## src/rtl/rv32_mem_pkg.sv

```systemverilog
// ----------------------------------------------------------------------------
// rv32_mem_pkg
// Shared definitions for the RV32 memory arbiter slice.
//   arb_state_e            : arbiter FSM state (idle / instruction / data owner)
//   DEFAULT_TIMEOUT_CYCLES : default bus watchdog limit in cycles
// ----------------------------------------------------------------------------
package rv32_mem_pkg;

    typedef enum logic [1:0] {
        ARB_IDLE  = 2'd0,
        ARB_INSTR = 2'd1,
        ARB_DATA  = 2'd2
    } arb_state_e;

    localparam int unsigned DEFAULT_TIMEOUT_CYCLES = 255;

endpackage : rv32_mem_pkg

```

## src/rtl/rv32_bus_watchdog.sv

```systemverilog
// ----------------------------------------------------------------------------
// rv32_bus_watchdog
// Counts cycles a bus transaction has been waiting and flags when the limit
// is reached.
//   clk          : clock
//   reset        : synchronous, active-high
//   clear        : restart the count (asserted on every new grant)
//   count_enable : count this cycle (transaction busy, bus not ready)
//   expired      : count has reached TIMEOUT_CYCLES
// ----------------------------------------------------------------------------
module rv32_bus_watchdog
    import rv32_mem_pkg::*;
#(
    parameter int unsigned TIMEOUT_CYCLES = DEFAULT_TIMEOUT_CYCLES
) (
    input  logic clk,
    input  logic reset,
    input  logic clear,
    input  logic count_enable,
    output logic expired
);

    // A zero limit would give a zero-width counter; keep at least one bit.
    localparam int unsigned CNT_W = (TIMEOUT_CYCLES > 0) ? $clog2(TIMEOUT_CYCLES + 1) : 1;
    localparam logic [CNT_W-1:0] LIMIT = CNT_W'(TIMEOUT_CYCLES);

    logic [CNT_W-1:0] count_q;

    assign expired = (count_q == LIMIT);

    // NOTE: sequential state is always assigned with <= so every register
    // samples the pre-edge values of its inputs, independent of block order.
    always_ff @(posedge clk) begin
        if (reset || clear) begin
            count_q <= '0;
        end else if (count_enable && !expired) begin
            // Saturate at the limit so the counter never wraps back to zero.
            count_q <= count_q + 1'b1;
        end
    end

endmodule : rv32_bus_watchdog

```

## src/rtl/rv32_mem_arbiter.sv

```systemverilog
// ----------------------------------------------------------------------------
// rv32_mem_arbiter
// Shares one memory bus between an instruction-fetch port and a data port.
// Data requests win when both are pending in idle; after a completion only the
// other requester is considered, which allows back-to-back transactions.
// A watchdog completes a stuck transaction with a fault flag.
//   clk, reset              : clock, synchronous active-high reset
//   instr_*                 : fetch request in, ready/value/fault out
//   data_*                  : load/store request in, ready/value/fault out
//   bus_*_out               : registered bus command, stable per transaction
//   bus_read_value_in       : read data returned by the bus
//   bus_ready_in            : transaction complete (ignored in idle)
// ----------------------------------------------------------------------------
module rv32_mem_arbiter
    import rv32_mem_pkg::*;
#(
    parameter int unsigned TIMEOUT_CYCLES = DEFAULT_TIMEOUT_CYCLES
) (
    input  logic        clk,
    input  logic        reset,

    input  logic        instr_read_in,
    input  logic [31:0] instr_address_in,
    output logic        instr_ready_out,
    output logic [31:0] instr_read_value_out,
    output logic        instr_fault_out,

    input  logic        data_read_in,
    input  logic        data_write_in,
    input  logic [31:0] data_address_in,
    input  logic [3:0]  data_write_mask_in,
    input  logic [31:0] data_write_value_in,
    output logic        data_ready_out,
    output logic [31:0] data_read_value_out,
    output logic        data_fault_out,

    output logic [31:0] bus_address_out,
    output logic        bus_read_out,
    output logic        bus_write_out,
    output logic [3:0]  bus_write_mask_out,
    output logic [31:0] bus_write_value_out,
    input  logic [31:0] bus_read_value_in,
    input  logic        bus_ready_in
);

    arb_state_e  state_q;
    logic [31:0] bus_address_q;
    logic        bus_read_q;
    logic        bus_write_q;
    logic [3:0]  bus_write_mask_q;
    logic [31:0] bus_write_value_q;

    logic busy;
    logic data_req;
    logic txn_done;
    logic txn_fault;
    logic grant_data;
    logic grant_instr;
    logic wd_expired;

    rv32_bus_watchdog #(
        .TIMEOUT_CYCLES (TIMEOUT_CYCLES)
    ) u_watchdog (
        .clk          (clk),
        .reset        (reset),
        .clear        (grant_data | grant_instr),
        .count_enable (busy & ~bus_ready_in),
        .expired      (wd_expired)
    );

    // NOTE: every signal written in this block gets a default first, so no
    // path through the case leaves it unassigned and no latch is inferred.
    always_comb begin
        busy        = (state_q != ARB_IDLE);
        data_req    = data_read_in | data_write_in;
        txn_done    = busy & (bus_ready_in | wd_expired);
        // A real bus_ready in the expiry cycle counts as a normal completion.
        txn_fault   = busy & ~bus_ready_in & wd_expired;
        grant_data  = 1'b0;
        grant_instr = 1'b0;
        case (state_q)
            ARB_IDLE: begin
                grant_data  = data_req;
                grant_instr = ~data_req & instr_read_in;
            end
            // The completing requester's own line is stale this cycle, so
            // only the other side is eligible for the follow-on grant.
            ARB_INSTR: grant_data  = txn_done & data_req;
            ARB_DATA:  grant_instr = txn_done & instr_read_in;
            default: ;
        endcase
    end

    always_comb begin
        instr_ready_out      = ~reset & (state_q == ARB_INSTR) & txn_done;
        data_ready_out       = ~reset & (state_q == ARB_DATA)  & txn_done;
        instr_fault_out      = instr_ready_out & txn_fault;
        data_fault_out       = data_ready_out  & txn_fault;
        instr_read_value_out = (instr_ready_out & ~txn_fault) ? bus_read_value_in : 32'h0;
        data_read_value_out  = (data_ready_out  & ~txn_fault) ? bus_read_value_in : 32'h0;
    end

    // Bus command registers are loaded only on a grant, so requester inputs
    // may change or drop mid-transaction without disturbing the bus.
    always_ff @(posedge clk) begin
        if (reset) begin
            state_q           <= ARB_IDLE;
            bus_address_q     <= '0;
            bus_read_q        <= 1'b0;
            bus_write_q       <= 1'b0;
            bus_write_mask_q  <= '0;
            bus_write_value_q <= '0;
        end else if (grant_data) begin
            state_q           <= ARB_DATA;
            bus_address_q     <= data_address_in;
            // Read and write together resolve to a write.
            bus_read_q        <= data_read_in & ~data_write_in;
            bus_write_q       <= data_write_in;
            bus_write_mask_q  <= data_write_in ? data_write_mask_in  : 4'h0;
            bus_write_value_q <= data_write_in ? data_write_value_in : 32'h0;
        end else if (grant_instr) begin
            state_q           <= ARB_INSTR;
            bus_address_q     <= instr_address_in;
            bus_read_q        <= 1'b1;
            bus_write_q       <= 1'b0;
            bus_write_mask_q  <= '0;
            bus_write_value_q <= '0;
        end else if (txn_done) begin
            state_q           <= ARB_IDLE;
            bus_read_q        <= 1'b0;
            bus_write_q       <= 1'b0;
        end
    end

    assign bus_address_out     = bus_address_q;
    assign bus_read_out        = bus_read_q;
    assign bus_write_out       = bus_write_q;
    assign bus_write_mask_out  = bus_write_mask_q;
    assign bus_write_value_out = bus_write_value_q;

endmodule : rv32_mem_arbiter

```

## config.mk

```make
export PLATFORM = sky130hd
export DESIGN_NAME = rv32_mem_arbiter
export DESIGN_NICKNAME = d
export VERILOG_FILES = /design/src/rtl/rv32_mem_pkg.sv /design/src/rtl/rv32_bus_watchdog.sv /design/src/rtl/rv32_mem_arbiter.sv
export SDC_FILE = /design/constraint.sdc
export NUM_CORES = 1
export LEC_CHECK = 0
export BUFFER_PORTS_ARGS = -buffer_cell sky130_fd_sc_hd__clkbuf_2
export CAP_MARGIN = 20
export CELL_PAD_IN_SITES_DETAIL_PLACEMENT = 0
export CELL_PAD_IN_SITES_GLOBAL_PLACEMENT = 1
export CORE_AREA = 3 3 85 167
export CTS_CLUSTER_DIAMETER = 40
export DETAILED_ROUTE_END_ITERATION = 8
export DIE_AREA = 0 0 88 170
export GPL_TIMING_DRIVEN = 0
export PLACE_DENSITY_LB_ADDON = 0.1
export SLEW_MARGIN = 20
export SYNTH_ARGS = -nofsm -noshare
export SYNTH_HDL_FRONTEND = slang
export SYNTH_SLANG_ARGS = --single-unit
```

## constraint.sdc

```tcl
create_clock -name clk -period 3.15 [get_ports clk]
set_input_delay 0.4725 -clock clk [delete_from_list [all_inputs] [get_ports clk]]
set_output_delay 0.4725 -clock clk [all_outputs]
set_load 0.1 [all_outputs]
```

======== Word-level counts from Yosys, hierarchy flattened ========
Index checks and enable logic that the tools add are counted.
cells by class
  bitwise logic cells ..................... 23
  multipliers ............................. 0
  mux-type cells .......................... 20
  shift operators ......................... 0
  $lt $le $gt $ge ......................... 0
  eq/ne operators ......................... 3
  $add $sub $neg .......................... 1
  divide/modulo/power cells ............... 0
  reduce and logical (&&, ||, !) cells .... 9
operator list
  kind                   number
  $mux W32               7
  $and A1 B1 Y1          15
  $mux W4                3
  $add A8 B1 Y8 const B  1
  $eq A8 B8 Y1 const B   1
  $mux W2                3
  $reduce_bool A2 Y1     3
  $mux W1                5
  $not A1 Y1             5
  $pmux W1 S2            2
  $or A1 B1 Y1           3
  $reduce_bool A3 Y1     1
  $eq A2 B1 Y1 const B   1
  $eq A2 B2 Y1 const B   1
  $logic_not A2 Y1       1
  $reduce_or A2 Y1       1
  $logic_and A1 B1 Y1    1
  $logic_not A1 Y1       1
  $logic_or A1 B1 Y1     1
storage, ports and cells
  bits in writable memories ............... 0
  input port bits ......................... 138
  memories kept ........................... 0
  output and inout port bits .............. 138
  register bits ........................... 80
  word-level logic and storage cells ...... 64
  bits in latches ......................... 0
  bits in read-only memories .............. 0

======== Depth between registers and ports, before layout ========
  depth in word-level cells ............... 7
  depth in mapped cells ................... 6
  gate-level depth less buffers ........... 5

======== Cells and area by module ========
Synthesis repeated with hierarchy kept, for this count alone.
second synthesis, totals
  cells, all modules ...................... 384
  area total of the unflattened synthesis .. 3848.7 um^2
by module, submodules not included
  module             area an instance (um^2)  cells an instance  instances  seq. area each (um^2)
  rv32_mem_arbiter   3423.3                   335                1          1441.4
  rv32_bus_watchdog  425.4                    49                 1          160.2

======== Least setup slack after synthesis ========
No wires, ideal clock.
  path type ............................... input port to output port
  from .................................... input port reset
  to ...................................... output port instr_fault_out
  path slack .............................. -418 ps
  arrival ................................. 3096 ps
  buffers on the path ..................... 1
  stages .................................. 3
  required time ........................... 2677 ps
  cell sequence ........................... clkbuf_1 or3b_1 nor3_1
between the ends
  word-level cells in the longest chain between the ends .. 4
ends and longest elaborated chain
  item                        RTL line                source
  start: declaration          rv32_mem_arbiter.sv:20  input logic reset,
  $not A1 Y1                  rv32_mem_arbiter.sv:95  instr_ready_out = ~reset & (state_q == ARB_INSTR) & txn_done;
  $and A1 B1 Y1 (2 in a row)  rv32_mem_arbiter.sv:95
  $and A1 B1 Y1               rv32_mem_arbiter.sv:97  instr_fault_out = instr_ready_out & txn_fault;
  end: declaration            rv32_mem_arbiter.sv:26  output logic instr_fault_out,
No other way between the ends.

======== Final worst setup path ========
  from .................................... register state_q[1]
  to ...................................... output port instr_read_value_out[26]
between the ends
  word-level cells in the longest chain between the ends .. 6
  elaborated cells between the ends (all ways) .. 10
  those cells by class .................... eq/ne (1); mux (1); bitwise (7); reduce/logical (1)
ends and longest elaborated chain
  item                        RTL line                 source
  start: declaration          rv32_mem_arbiter.sv:46   arb_state_e state_q;
  start signal: assignment    rv32_mem_arbiter.sv:107  state_q <= ARB_IDLE;
  start signal: assignment    rv32_mem_arbiter.sv:114  state_q <= ARB_DATA;
  start signal: assignment    rv32_mem_arbiter.sv:122  state_q <= ARB_INSTR;
  $reduce_bool A2 Y1          rv32_mem_arbiter.sv:74   busy = (state_q != ARB_IDLE);
  $and A1 B1 Y1 (2 in a row)  rv32_mem_arbiter.sv:78   txn_fault = busy & ~bus_ready_in & wd_expired;
  $not A1 Y1                  rv32_mem_arbiter.sv:99   instr_read_value_out = (instr_ready_out & ~txn_fault) ? bus_read_value_in : 32'h0;
  $and A1 B1 Y1 (*)           rv32_mem_arbiter.sv:99
  $mux W32 (*)                rv32_mem_arbiter.sv:99
  end: declaration            rv32_mem_arbiter.sv:25   output logic [31:0] instr_read_value_out,
Mark *: on every way between the ends. The rest lies on a longest branch, timed or not.

==> summary.txt <==
Timing
  – Worst Skew: 0.00826 ns
  – Number of failing setup endpoints in the final timing report: 0
  – Final Critical Period: 2.96 ns
  – RSZ-0062 raised after global routing: no
  – Relative slew margins: between 60% and 70%
  – Number of hold violations in the final report: 0
  – Final-layout setup total negative slack: 0 ns
  – Maximum achievable frequency: 0.338 GHz
  – Slew Limit Fails: 0
  – Period utilization: about 94%
  – Worst Max-Slew Pin Slew: 0.584 ns

Drt
  – Routed Antenna Nets: 0
  – Routed metal-1 wire length: 5350 um
  – DRC Markers: 0
  – DR iter-0 viols: 153
  – Number of vias after detailed routing: 4,551
  – Met2 routed wirelength: between 8000 and 9000 um
  – First-pass iteration count of the detailed router: 4
  – Routed length on met3: approximately 1100 um
  – Detailed Route WL: 15,400 um
  – Top routing layer in use: met4
  – Avg WL per Cell: 17.7 um
  – DR vias/cell: 5.23

Synthesis
  – Prevailing post-synth register cell: sky130_fd_sc_hd__dfxtp_1
  – Post-synth design cell area: around 4000 sq um
  – Average footprint of a synthesized cell: 9.31 sq um
  – Total number of yosys warnings: 0
  – Part of the Yosys area used for sequential elements: 40.0%
  – Synth Net Count: 569
  – Number of instances in the synthesized netlist: 430
  – Seq cells post-synth: 80
  – Number of enable-type register cells in the synthesized netlist: 0
  – Synth async-reset ratio: 0%
  – Number of distinct library cell variants in the gate-level netlist after synthesis: 49

Critical path
  – Critical path required time: 2.68 ns
  – R2r startpoint: u_watchdog.count_q[0]
  – R2R setup slack: 1.11 ns
  – Critical Path Fanout Max: 10
  – Path depth of the worst reg2reg path: 6
  – Critical path class: reg2out
  – Critical Path Start Type: flop
  – Data arrival time at the worst-slack endpoint: roughly 2.5 ns
  – Crit Reg-Reg Endpoint: bus_address_out[16]
  – Type of element capturing the critical path: output port

Power
  – PnR Total Power: 0.00344 W
  – PwrDens: 586 nW/um^2
  – Cell leakage power: roughly 2.8 nW
  – Peak VDD IR: 264 uV

Placed design
  – Half-perimeter wire length of the detailed placement result: about 12,000 um
  – Final Wtd Congestion: between 0.8 and 0.9
  – Port-buffer cells: 274

CTS
  – Clock root buffer: sky130_fd_sc_hd__clkbuf_16
  – Number of buffers on the longest clock path: 2
  – Clock tree from TritonCTS: done
  – Inserted Clock Buffers: 9
  – Sinks on Clock Net: 80
  – Number of levels the H-tree was split into: 3
  – Setup bufs post-CTS: 0
  – Clock slew at the register clock pins of the worst setup and hold paths: about 0.06 ns
  – Insertion delay to the later sink of the worst-skew pair: 0.33 ns

Finish
  – Synth-to-layout area growth: 46.7%
  – Fill count: 1,326
  – Final-stage net count: 854
  – Number of diodes added for antenna fixing: 0
  – Fraction of layout cells with a size suffix above 1: 46.9%

Global routing
  – Number of antenna violations at the first check in global routing: 0
  – Global-route congestion overflow total: 0
  – First-pass GRT wire length: between 20,000 and 25,000 um
  – Total global-route track usage: 19.9%
  – Number of global-route vias before repair: 4,809
  – Largest net degree at the start of global routing: 15

Die
  – Effective utilization at floorplan: 30.6%
  – Chip width: between 80 and 90 um
  – IO Count: 276
  – Overall die area: 15,000 sq um
  – Placeable core region: between 10,000 and 15,000 sq um
  – Y dimension of the die: ~170 um
  – Count of standard-cell rows: about 60

Outcome
  – Result of the run: completed

Min path
  – Endpoint with the worst hold slack: bus_write_value_out[24]
  – Origin of the worst min-delay path: data_write_value_in[24]
  – Depth of the worst hold-timing path: 2
  – Class of the tightest hold or removal check: in2reg

Run
  – Maximum capacitance violations: 0
==> routing by layer <==
metal / global-route usage, % / vias to the layer above
met3: 4.02 / 30
met5: 0 / -
met4: 9.69 / 0
met2: 38.3 / 237
met1: 19.2 / 2086
li1: - / 2198
==> worst max-delay path, cell delays in order, from the launching register on <==
cell and delay [ns]:
sky130_fd_sc_hd__dfxtp_1 0.32, sky130_fd_sc_hd__buf_6 0.14, sky130_fd_sc_hd__or3b_1 0.43, sky130_fd_sc_hd__nor2_1 0.27, sky130_fd_sc_hd__clkbuf_1 0.36, sky130_fd_sc_hd__and2_1 0.19
sky130_fd_sc_hd__clkbuf_2 0.46
==> stage by stage <==
step / util [%] / hold WS, ns / worst slack (ns) / instances / instance area [sq um]
6_report: 44.9 / 0.347 / 0.191 / 871 / 5870
4_1_cts: 44.9 / 0.332 / 0.0651 / 871 / 5870
3_5_place_dp: 42.7 / 0.464 / 0.161 / 856 / 5570
2_1_floorplan: - / 0.467 / 0.126 / 430 / 4010
3_3_place_gp: 42.7 / 0.460 / 0.166 / 856 / 5570
5_1_grt: 44.9 / 0.335 / 0.00885 / 871 / 5870
==> sequential cells by signal, indices dropped and copies added (netlist names) <==
| name | count |
|---|---|
| state_q | 2 |
| bus_write_out | 1 |
| bus_read_out | 1 |
| bus_address_out | 32 |
| bus_write_mask_out | 4 |
| u_watchdog.count_q | 8 |
| bus_write_value_out | 32 |
==> how the worst max path moves through the flow <==
stage	start	to	slack (ns)	cells after the start
floorplan	reset	instr_ready_out	0.13	3
global placement	reset	instr_read_value_out[28]	0.17	6
detailed placement	reset	instr_read_value_out[28]	0.16	6
CTS	state_q[1]	instr_read_value_out[28]	0.07	6
global route	state_q[0]	instr_read_value_out[26]	0.009	5
finish	state_q[1]	instr_read_value_out[26]	0.19	6
==> synthesized netlist by cell type (2+ instances only) <==
library cell / number / area (sq um)
sky130_fd_sc_hd__dfxtp_1: 80 / 1600
sky130_fd_sc_hd__xnor2_1: 2 / 17.5
sky130_fd_sc_hd__nand3_1: 34 / 170
sky130_fd_sc_hd__o21ai_4: 2 / 32.5
sky130_fd_sc_hd__a22o_1: 29 / 254
sky130_fd_sc_hd__o22ai_1: 2 / 12.5
sky130_fd_sc_hd__a311oi_1: 32 / 280
sky130_fd_sc_hd__buf_6: 10 / 113
sky130_fd_sc_hd__a21oi_1: 10 / 50.1
sky130_fd_sc_hd__a211oi_1: 33 / 248
sky130_fd_sc_hd__clkbuf_1: 20 / 75.1
sky130_fd_sc_hd__nand2_1: 9 / 33.8
sky130_fd_sc_hd__nand4_1: 2 / 12.5
sky130_fd_sc_hd__buf_2: 12 / 60.1
sky130_fd_sc_hd__nor2b_1: 2 / 12.5
sky130_fd_sc_hd__inv_1: 2 / 7.51
sky130_fd_sc_hd__nor3_1: 3 / 15.0
sky130_fd_sc_hd__and2_1: 64 / 400
sky130_fd_sc_hd__nor2_1: 10 / 37.5
sky130_fd_sc_hd__xor2_1: 3 / 26.3
sky130_fd_sc_hd__o21ai_0: 36 / 180
sky130_fd_sc_hd__a22o_2: 6 / 60.1
==> area by class of cell <==
type / instances / area [sq um] / area share [%]
buffer: 42 / 248 / 4.22
clock buffer: 9 / 225 / 3.84
timing repair buffer: 274 / 1370 / 23.4
clock inverter: 6 / 67.6 / 1.15
tap: 152 / 190 / 3.24
sequential: 80 / 1600 / 27.3
inverter: 2 / 7.51 / 0.128
multi-input combinational: 306 / 2150 / 36.7
==> placed cells by master, fill, tap and decap left out, drive strengths merged, types with 2 or more instances in the layout <==
master / n
inv: 4
clkbuf: 302
o21ai: 39
nor2: 11
and2: 65
nand2: 9
a22o: 36
nand4: 3
o22ai: 2
a21oi: 10
nor3: 4
o21bai: 2
nor2b: 2
a311oi: 32
nand3: 35
clkinvlp: 2
xor2: 3
dfxtp: 80
xnor2: 2
a211oi: 34
buf: 23
==> where the power goes <==
part	internal (W)	switching, W
logic	0.000260	0.000987
registers	0.00110	0.0000510
clock network	0.000614	0.000428
total	0.00197	0.00147
==> logic make-up after synthesis <==
family,Yosys count,share of synthesized area [%]
AO/OA/AOI/OAI,163,31.8
AND/OR/NAND/NOR,137,20.4
flip-flops,80,40.0
buffers and inverters,44,6.38
XOR/XNOR,5,1.09
adder cells (fa/ha/maj),1,0.313
==> repair_timing <==
| action | CTS | global route |
|---|---|---|
| resized for setup | 0 | 3 |
| setup endpoints to repair | 0 | 2 |
| endpoints found under the hold margin | 0 | 0 |
| hold buffers | 0 | 0 |
(Power assumes the default switching activity.)
